$ cat config.mk
export PLATFORM = sky130hd
export DESIGN_NAME = inpr_port
export DESIGN_NICKNAME = d
export VERILOG_FILES = /design/src/rtl/cpu_io_pkg.sv /design/src/rtl/inpr_fifo.sv /design/src/rtl/inpr_port.sv
export SDC_FILE = /design/constraint.sdc
export NUM_CORES = 1
export LEC_CHECK = 0
export BUFFER_PORTS_ARGS = -buffer_cell sky130_fd_sc_hd__buf_2
export CORE_MARGIN = 2
export CORE_UTILIZATION = 58
export CTS_BUF_LIST = sky130_fd_sc_hd__clkbuf_16
export DETAILED_ROUTE_END_ITERATION = 8
export PLACE_DENSITY = 0.85
export SLEW_MARGIN = 20
export SYNTH_ARGS = -nofsm -noshare
export SYNTH_HDL_FRONTEND = slang
export SYNTH_SLANG_ARGS = --single-unit
$ cat constraint.sdc
create_clock -name clk -period 5.3 [get_ports clk]
set_clock_uncertainty 0.15 [all_clocks]
set_input_delay 0.795 -clock clk [delete_from_list [all_inputs] [get_ports clk]]
set_output_delay 0.795 -clock clk [all_outputs]
set_load 0.03 [all_outputs]
$ cat src/rtl/cpu_io_pkg.sv
// rtl/cpu_io_pkg.sv - shared CPU I/O port constants and helpers
package cpu_io_pkg;

    localparam int IO_DATA_W     = 8;
    localparam int IO_FIFO_DEPTH = 4;

    // Ceiling log2; used for pointer and count widths.
    function automatic int clog2(input int value);
        int r;
        r = 0;
        while ((1 << r) < value) begin
            r = r + 1;
        end
        return r;
    endfunction

endpackage

$ cat src/rtl/inpr_fifo.sv
// rtl/inpr_fifo.sv - input-port byte FIFO: storage, pointers, count
// Ports: clk/rst_n; push+wdata write at wr_ptr when not full; pop advances
// rd_ptr when not empty; rdata is the raw head entry; count/full/empty status.
module inpr_fifo
    import cpu_io_pkg::*;
#(
    parameter int DATA_W = IO_DATA_W,
    parameter int DEPTH  = IO_FIFO_DEPTH,
    localparam int AW    = clog2(DEPTH),
    localparam int CW    = AW + 1
) (
    input  logic              clk,
    input  logic              rst_n,
    input  logic              push,
    input  logic              pop,
    input  logic [DATA_W-1:0] wdata,
    output logic [DATA_W-1:0] rdata,
    output logic [CW-1:0]     count,
    output logic              full,
    output logic              empty
);

    logic [DATA_W-1:0] mem [DEPTH];
    logic [AW-1:0]     wr_ptr;
    logic [AW-1:0]     rd_ptr;
    logic              do_push;
    logic              do_pop;

    assign full    = (count == CW'(DEPTH));
    assign empty   = (count == '0);
    // Both qualifiers use the pre-edge count, so a push on a full FIFO is
    // refused even when a pop frees a slot on the same edge.
    assign do_push = push & ~full;
    assign do_pop  = pop & ~empty;
    assign rdata   = mem[rd_ptr];

    // Storage is not reset; empty gating hides stale contents.
    always_ff @(posedge clk) begin
        if (do_push) begin
            mem[wr_ptr] <= wdata;
        end
    end

    always_ff @(posedge clk or negedge rst_n) begin
        if (!rst_n) begin
            wr_ptr <= '0;
            rd_ptr <= '0;
            count  <= '0;
        end else begin
            if (do_push) begin
                wr_ptr <= wr_ptr + AW'(1);
            end
            if (do_pop) begin
                rd_ptr <= rd_ptr + AW'(1);
            end
            case ({do_push, do_pop})
                2'b10:   count <= count + CW'(1);
                2'b01:   count <= count - CW'(1);
                default: count <= count;
            endcase
        end
    end

endmodule

$ cat src/rtl/inpr_port.sv
// rtl/inpr_port.sv - CPU input port: device FIFO, FGI, IEN, irq, overrun
// Ports: device side dev_data/dev_stb/dev_ready; CPU side rd/data_out/FGI;
// interrupt control ien_set/ien_clr/irq_ack -> IEN/irq; overrun/ovr_clr.
module inpr_port
    import cpu_io_pkg::*;
#(
    parameter int DATA_W = IO_DATA_W,
    parameter int DEPTH  = IO_FIFO_DEPTH
) (
    input  logic              clk,
    input  logic              rst_n,
    input  logic [DATA_W-1:0] dev_data,
    input  logic              dev_stb,
    output logic              dev_ready,
    input  logic              rd,
    output logic [DATA_W-1:0] data_out,
    output logic              FGI,
    input  logic              ien_set,
    input  logic              ien_clr,
    input  logic              irq_ack,
    output logic              IEN,
    output logic              irq,
    output logic              overrun,
    input  logic              ovr_clr
);

    localparam int CW = clog2(DEPTH) + 1;

    logic [DATA_W-1:0] head;
    logic [CW-1:0]     count;
    logic              full;
    logic              empty;
    logic              drop;

    inpr_fifo #(
        .DATA_W (DATA_W),
        .DEPTH  (DEPTH)
    ) u_fifo (
        .clk   (clk),
        .rst_n (rst_n),
        .push  (dev_stb),
        .pop   (rd),
        .wdata (dev_data),
        .rdata (head),
        .count (count),
        .full  (full),
        .empty (empty)
    );

    assign drop      = dev_stb & full;
    assign FGI       = ~empty;
    assign dev_ready = ~full;
    assign data_out  = FGI ? head : '0;
    assign irq       = IEN & FGI;

    always_ff @(posedge clk or negedge rst_n) begin
        if (!rst_n) begin
            IEN     <= 1'b0;
            overrun <= 1'b0;
        end else begin
            // Clearing sources beat ien_set so an acknowledged interrupt
            // cannot be re-armed on the same edge.
            if (ien_clr | irq_ack) begin
                IEN <= 1'b0;
            end else if (ien_set) begin
                IEN <= 1'b1;
            end
            // A fresh drop outranks ovr_clr so no loss goes unreported.
            if (drop) begin
                overrun <= 1'b1;
            end else if (ovr_clr) begin
                overrun <= 1'b0;
            end
        end
    end

endmodule

==> results of run 1 <==
==> through the flow <==
step           std cells  hold WS (ns)  area [um^2]  util (%)
6_report             161         0.208         2040      73.3
5_1_grt              161         0.214         2040      73.3
4_1_cts              161         0.213         2040      73.3
3_5_place_dp         153         0.324         1870      67.3
3_3_place_gp         153         0.312         1870      67.3
2_1_floorplan         97         0.295         1720         -
==> power by group through the flow <==
stage	sequential (mW)	clock, mW	combinational, mW
floorplan	0.471	0	0.374
global placement	0.502	0	0.433
detailed placement	0.510	0	0.440
global route	0.514	0.351	0.477
finish	0.501	0.332	0.434
CTS	0.504	0.339	0.442
==> worst max path at each step <==
stage / cells after the start / endpoint / slack (ns)
after floorplan: 8 / u_fifo.count[2] / 3.10
after global placement: 3 / data_out[4] / 2.74
after detailed placement: 3 / data_out[0] / 2.72
after CTS: 3 / data_out[4] / 2.41
after global routing: 3 / data_out[0] / 2.33
final: 3 / data_out[4] / 2.46
==> cell families after synthesis <==
family	Yosys count
compound gates	1
xor+xnor	6
fa+ha+maj	6
buf+inv	11
flops	41
mux	10
simple gates	22
==> cells in the final DEF (no fill, tap or decap) <==
cell type	count
edfxtp_1	32
buf_2	28
and2_1	14
dfrtp_1	9
inv_1	8
mux4_2	8
ha_1	5
clkbuf_16	5
xnor2_1	3
xor2_1	3
nor2_1	2
nor3b_2	1
or3_1	1
nor2b_2	1
nor3_1	1
nand2_1	1
o21ai_0	1
nand3_1	1
mux2_2	1
mux2i_1	1
fa_1	1
bufinv_16	1
clkinvlp_4	1
clkinv_1	1
==> sequential cells by signal (all words and copies together) (netlist names) <==
| register | count |
|---|---|
| u_fifo.mem | 32 |
| u_fifo.count | 3 |
| u_fifo.rd_ptr | 2 |
| u_fifo.wr_ptr | 2 |
| IEN | 1 |
| overrun | 1 |
==> cell usage after synthesis (2+ instances only) <==
library cell  count  area [um^2]
dfrtp_1           9          225
and2_1           14         87.6
mux4_2            8          180
nor2_1            2         7.51
ha_1              5         62.6
xnor2_1           3         26.3
inv_1             8         30.0
edfxtp_1         32          961
xor2_1            3         26.3
==> critical path, cell delays in order (launching register included) <==
cell,delay [ns]
dfrtp_1,0.71
mux4_2,0.57
and2_1,0.16
buf_2,0.17
==> cell type report <==
cell class / instances / area, um^2 / share of cell area [%]
sequential: 41 / 1190 / 58.2
clock buffer: 5 / 125 / 6.13
clock inverter: 3 / 41.3 / 2.02
tap: 31 / 38.8 / 1.90
timing repair buffer: 28 / 140 / 6.87
multi-input combinational: 45 / 478 / 23.4
inverter: 8 / 30.0 / 1.47
==> per-layer routing <==
layer  wire length (um)  part of all wire, %
met1               1080                   41
met2               1360                   52
met3                119                  4.5
met4                 57                  2.2
met5                  0                    0
==> results.yml, run 1 <==
timing:
  clock.fmax_mhz: 352
  grt_setup_unrepaired: "no"
  finalSetupTns_ns: 0
  finalWorstSetupSlack_ns: 2.46
  fin_crit_sh_pct: 53.7
  hold_viol: 0
  setup_viol: 0
  min_period_ns: 2.84
  slew_headroom_pct: 60.7
  slew_viol_final: 0
  worstMarginPinSlew_ns: 0.589
pwr:
  swShare_pct: 33.6
  p_leak_nw: 0.804
  seqPwrFrac_pct: 39.5
  design_power_total_mw: 1.27
  ir_worst_vdd_v: 0.000476
  p_int_uw: 841
  total_switching_power_uw: 426
  clkPwrFrac_pct: 26.2
  power_density_nw_per_um2: 621
  power_frac_comb_pct: 34.3
global_routing:
  grt_pass1_wl_um: 4330
  grt_max_degree: 14
  antenna_found_initial: 0
  use_met3_pct: 7.47
  top_usage_layer: "met2"
  grt-ovfl-total: 0
  grt_util_met1_pct: 21.5
  grt_usage_pct: 18.4
  met2_usage_pct: 30.2
  first_global_vias: 930
floorplan:
  die_area_um2: 3410
  start_util_pct: 61.7
  die_x_um: 58.4
  die_h_um: 58.4
  ios: 29
  core_um2: 2780
  row_count: 19
yosys:
  synth_nets: 119
  ys_types: 22
  synthFlopType: "edfxtp_1"
  synth_top_family_by_area: "multiplexers"
  netlist_instances: 97
  synthXorXnorAreaFrac_pct: 3.06
  ys_warn_count: 0
  synth_mux_area_share_pct: 11.7
  syn_avg_cell_area_um2: 17.7
  synth-seq-cells: 41
  syn_area_um2: 1720
  synth-simple-area-share_pct: 7.95
  synth_compound_area_share_pct: 0.292
  seq_area_frac_synth_pct: 69.1
  synthAdderAreaFrac_pct: 4.81
  synth_edf_count: 32
  async_reset_ff_share_pct: 22.0
clock_network:
  cts.sinks: 41
  worstSkewPairLatency_ns: 0.28
  cts_max_path_buffers: 2
  clkSlewWorstSetupHoldPaths_ns: 0.06
  cts_buffers: 5
  cts_resized: 0
  htreeDepth: 2
  cts_tree: "built"
  cts_hold_buf: 0
  cts_root_buffer: "clkbuf_16"
  postCtsSetupRepairBufs: 0
routing:
  wirelength_um: 2620
  route.detailed.drc: 0
  vias: 842
  wl_per_cell_um: 16.3
  antenna_left: 0
  drt_pass1_iterations: 3
  drt-initial-drc-count: 19
  routed_via_density: 5.23
finish:
  num-nets-final: 151
  antenna_cells: 0
  fillers: 174
  drive_gt1_share_pct: 35.4
  synthToLayoutAreaGrowth_pct: 18.9
setup_path:
  reg2regPathDepth: 8
  arrival_ns: 1.90
  critical_path_class: "reg2out"
  r2r-start: "u_fifo.count[0]"
  timing.rr.end: "u_fifo.count[2]"
  r2r_slack_ns: 2.99
  cp-start-kind: "flop"
  required_ns: 4.36
  end_kind: "output pin"
  cp_max_fo: 10
  crit_start: "u_fifo.rd_ptr[0]"
place:
  portBuffers: 28
  gp_congestion: 0.726
  dp_slack_ns: 2.72
  hpwl_um: 1790
outcome:
  status: "finished clean"
hold_path:
  min_path_type: "in2async"
run:
  cap_violations: 0
(Power assumes the default switching activity.)
==> run 2, diff against run 1 <==
Settings changed: ABC_AREA set to 1, CORE_UTILIZATION 58 to 50, PLACE_DENSITY 0.85 to 0.77.
Clock period 5.3 ns to 2.3 ns, I/O delays scaled along.
==> run 2 against run 1 <==
First-iteration DRC count rose to 2.7 times the previous value. Setup slack got worse by 2.3 ns. Highest routed layer unchanged. Worst hold slack got worse by 0.14 ns. Die area grew 28%.
==> results.yml, run 2 <==
setup_path:
  arrival_ns: 1.62
  crit_chain: "buf_4 -> nand2_1 -> nand3_1 -> a21oi_1 -> buf_2"
  critical_path_class: "reg2out"
  required_ns: 1.80
  cp-start-kind: "flop"
  cp_slowest_cell: "dfrtp_1"
  end_kind: "output pin"
  crit_path_max_incr_delay_ns: 0.52
  cp_max_fo: 10
  timing.rr.end: "u_fifo.count[2]"
  reg2regPathDepth: 10
  r2r_slack_ns: 0.24
  r2r-start: "u_fifo.count[0]"
yosys:
  synth_nets: 213
  async_reset_ff_share_pct: 22.0
  synth_top_area_share_pct: 49.8
  netlist_instances: 191
  synth_commonest_cells: "inv_1, nand2_1, edfxtp_1, nand3_1, dfrtp_1"
  ys_types: 22
  yosysTopAreaCell: "edfxtp_1"
  ys_warn_count: 0
  synth_most_common_cell: "inv_1"
  synthTopCellsByArea: "edfxtp_1, dfrtp_1, inv_1"
  syn_area_um2: 1930
  synth_edf_count: 32
  seq_area_frac_synth_pct: 61.4
  synthFlopType: "edfxtp_1"
  syn_avg_cell_area_um2: 10.1
  synth-seq-cells: 41
place:
  portBuffers: 28
  hpwl_um: 2310
  numPlacedInstances: 269
  gp_congestion: 0.735
clock_network:
  cts.sinks: 41
  cts_root_buffer: "clkbuf_16"
  htreeDepth: 2
  clkSlewWorstSetupHoldPaths_ns: 0.05
  cts_max_path_buffers: 2
  cts_buffers: 5
  cts_tree: "built"
  cts_resized: 0
  worstSkewPairLatency_ns: 0.28
finish:
  drive_gt1_share_pct: 20.9
  num-nets-final: 251
  synthToLayoutAreaGrowth_pct: 18.3
  top_regs: "u_fifo.mem x32, u_fifo.count x3"
  largest_register_ffs: 32
  most-common-layout-cells: "inv_1, nand2_1, edfxtp_1"
  fin_cells: 278
  final_common_cell: "inv_1"
  antenna_cells: 0
  top_register: "u_fifo.mem"
  fillers: 299
pwr:
  p_int_mw: 1.81
  ir_worst_vdd_v: 0.000686
  p_leak_nw: 1.12
  swShare_pct: 41.2
  seqPwrFrac_pct: 35.6
  power_frac_comb_pct: 43.2
  power_density_nw_per_um2: 1350
  clkPwrFrac_pct: 21.2
  total_switching_power_mw: 1.27
floorplan:
  die_x_um: 66.1
  row_count: 22
  die_area_um2: 4370
  ios: 29
  die_h_um: 66.1
  start_util_pct: 52.3
  core_um2: 3690
hold_path:
  min_path_type: "in2reg"
  hold_end: "IEN"
  holdPathStages: 2
  min_from: "ien_clr"
routing:
  antenna_left: 0
  drt_pass1_iterations: 4
  route.detailed.drc: 0
  routed_via_density: 4.62
  drt-initial-drc-count: 52
  vias: 1285
  wirelength_um: 3300
  wl_per_cell_um: 11.9
timing:
  setup_viol: 0
  slew_viol_final: 0
  hold_viol: 0
  finalSetupTns_ns: 0
  grt_setup_unrepaired: "no"
  slew_headroom_pct: 72.0
  fin_crit_sh_pct: 91.8
  worstMarginPinSlew_ns: 0.420
  clock.fmax_mhz: 474
  min_period_ns: 2.11
global_routing:
  grt_usage_pct: 16.7
  grt_pass1_wl_um: 5260
  grt-ovfl-total: 0
  antenna_found_initial: 0
  grt_max_degree: 18
  first_global_vias: 1205
run:
  cap_violations: 0
outcome:
  status: "finished clean"
[run 2: cell types whose count changed in the layout (fill, tap and decap cells not counted), moves of 8 or more]
cell     before  now
a21oi_1       0    8
mux4_2        8    0
and2_1       14    0
nand2_1       1   45
nand3_1       1   19
inv_1         8   49
[run 2: kinds of logic (layout without fill, tap and decap cells)]
logic type,Yosys count,after routing,share of synthesized area [%]
AOI/OAI and AO/OA,11,11,2.92
xor gates and xnor gates,2,2,0.907
adders and majority gates,6,6,4.28
buffers and inverters,55,94,12.5
DFF,41,41,61.4
and+or+nand+nor,76,76,18.0
[run 2: cell type report]
type / count / area (um^2) / share of cell area, %
Clock inverter: 3 / 17.5 / 0.767
Sequential cell: 41 / 1190 / 51.9
Timing Repair Buffer: 35 / 195 / 8.55
Clock buffer: 5 / 125 / 5.48
Tap cell: 48 / 60.1 / 2.63
Multi-Input combinational cell: 95 / 503 / 22.0
Inverter: 51 / 196 / 8.60
[run 2: metrics by stage]
step	hold WS (ns)	util (%)	setup WS (ns)	power [mW]	area [um^2]
global placement	0.0556	57.8	0.325	2.42	2130
global route	0.0681	61.9	0.0545	3.30	2280
detailed placement	0.0563	57.8	0.224	2.46	2130
CTS	0.0617	61.9	0.165	3.12	2280
finish	0.0635	61.9	0.189	3.08	2280
floorplan	-0.101	-	0.271	2.13	1930
[run 2: worst max-delay path by stage]
stage                           from               to  slack, ns  depth (start not counted)
global placement     u_fifo.count[0]  u_fifo.count[2]       0.33                         10
CTS                 u_fifo.rd_ptr[0]      data_out[1]       0.17                          5
detailed placement   u_fifo.count[0]  u_fifo.count[2]       0.22                         10
global route         u_fifo.count[1]  u_fifo.count[2]       0.05                         10
finish              u_fifo.rd_ptr[0]      data_out[1]       0.19                          5
floorplan            u_fifo.count[0]  u_fifo.count[1]       0.27                          8
[run 2: repair_timing]
action,in CTS,in global routing
hold endpoints to repair,9,0
buffers inserted,0,0
hold buffers,1,0
[run 2: worst max-delay path: cells and delay by family, from the launching register on]
kind | cells | cell delay [ns]
flops | 1 | 0.52
buf+inv | 2 | 0.48
compound gates | 1 | 0.19
simple gates | 2 | 0.15
[run 2: per-layer routing]
metal  global-route usage, %  vias to the layer above  share of wire (%)
li1                        -                      665                  -
met3                    4.94                        4                3.9
met5                       0                        -                  0
met2                    31.4                       19                 53
met4                    5.36                        0                1.5
met1                    17.8                      597                 42
[run 2: power groups by stage]
| stage | logic, mW | clock network [mW] | registers, mW |
|---|---|---|---|
| detailed placement | 1.35 | 0 | 1.11 |
| floorplan | 1.05 | 0 | 1.08 |
| finish | 1.33 | 0.655 | 1.10 |
| global placement | 1.32 | 0 | 1.10 |
| CTS | 1.35 | 0.670 | 1.10 |
| global route | 1.49 | 0.700 | 1.11 |
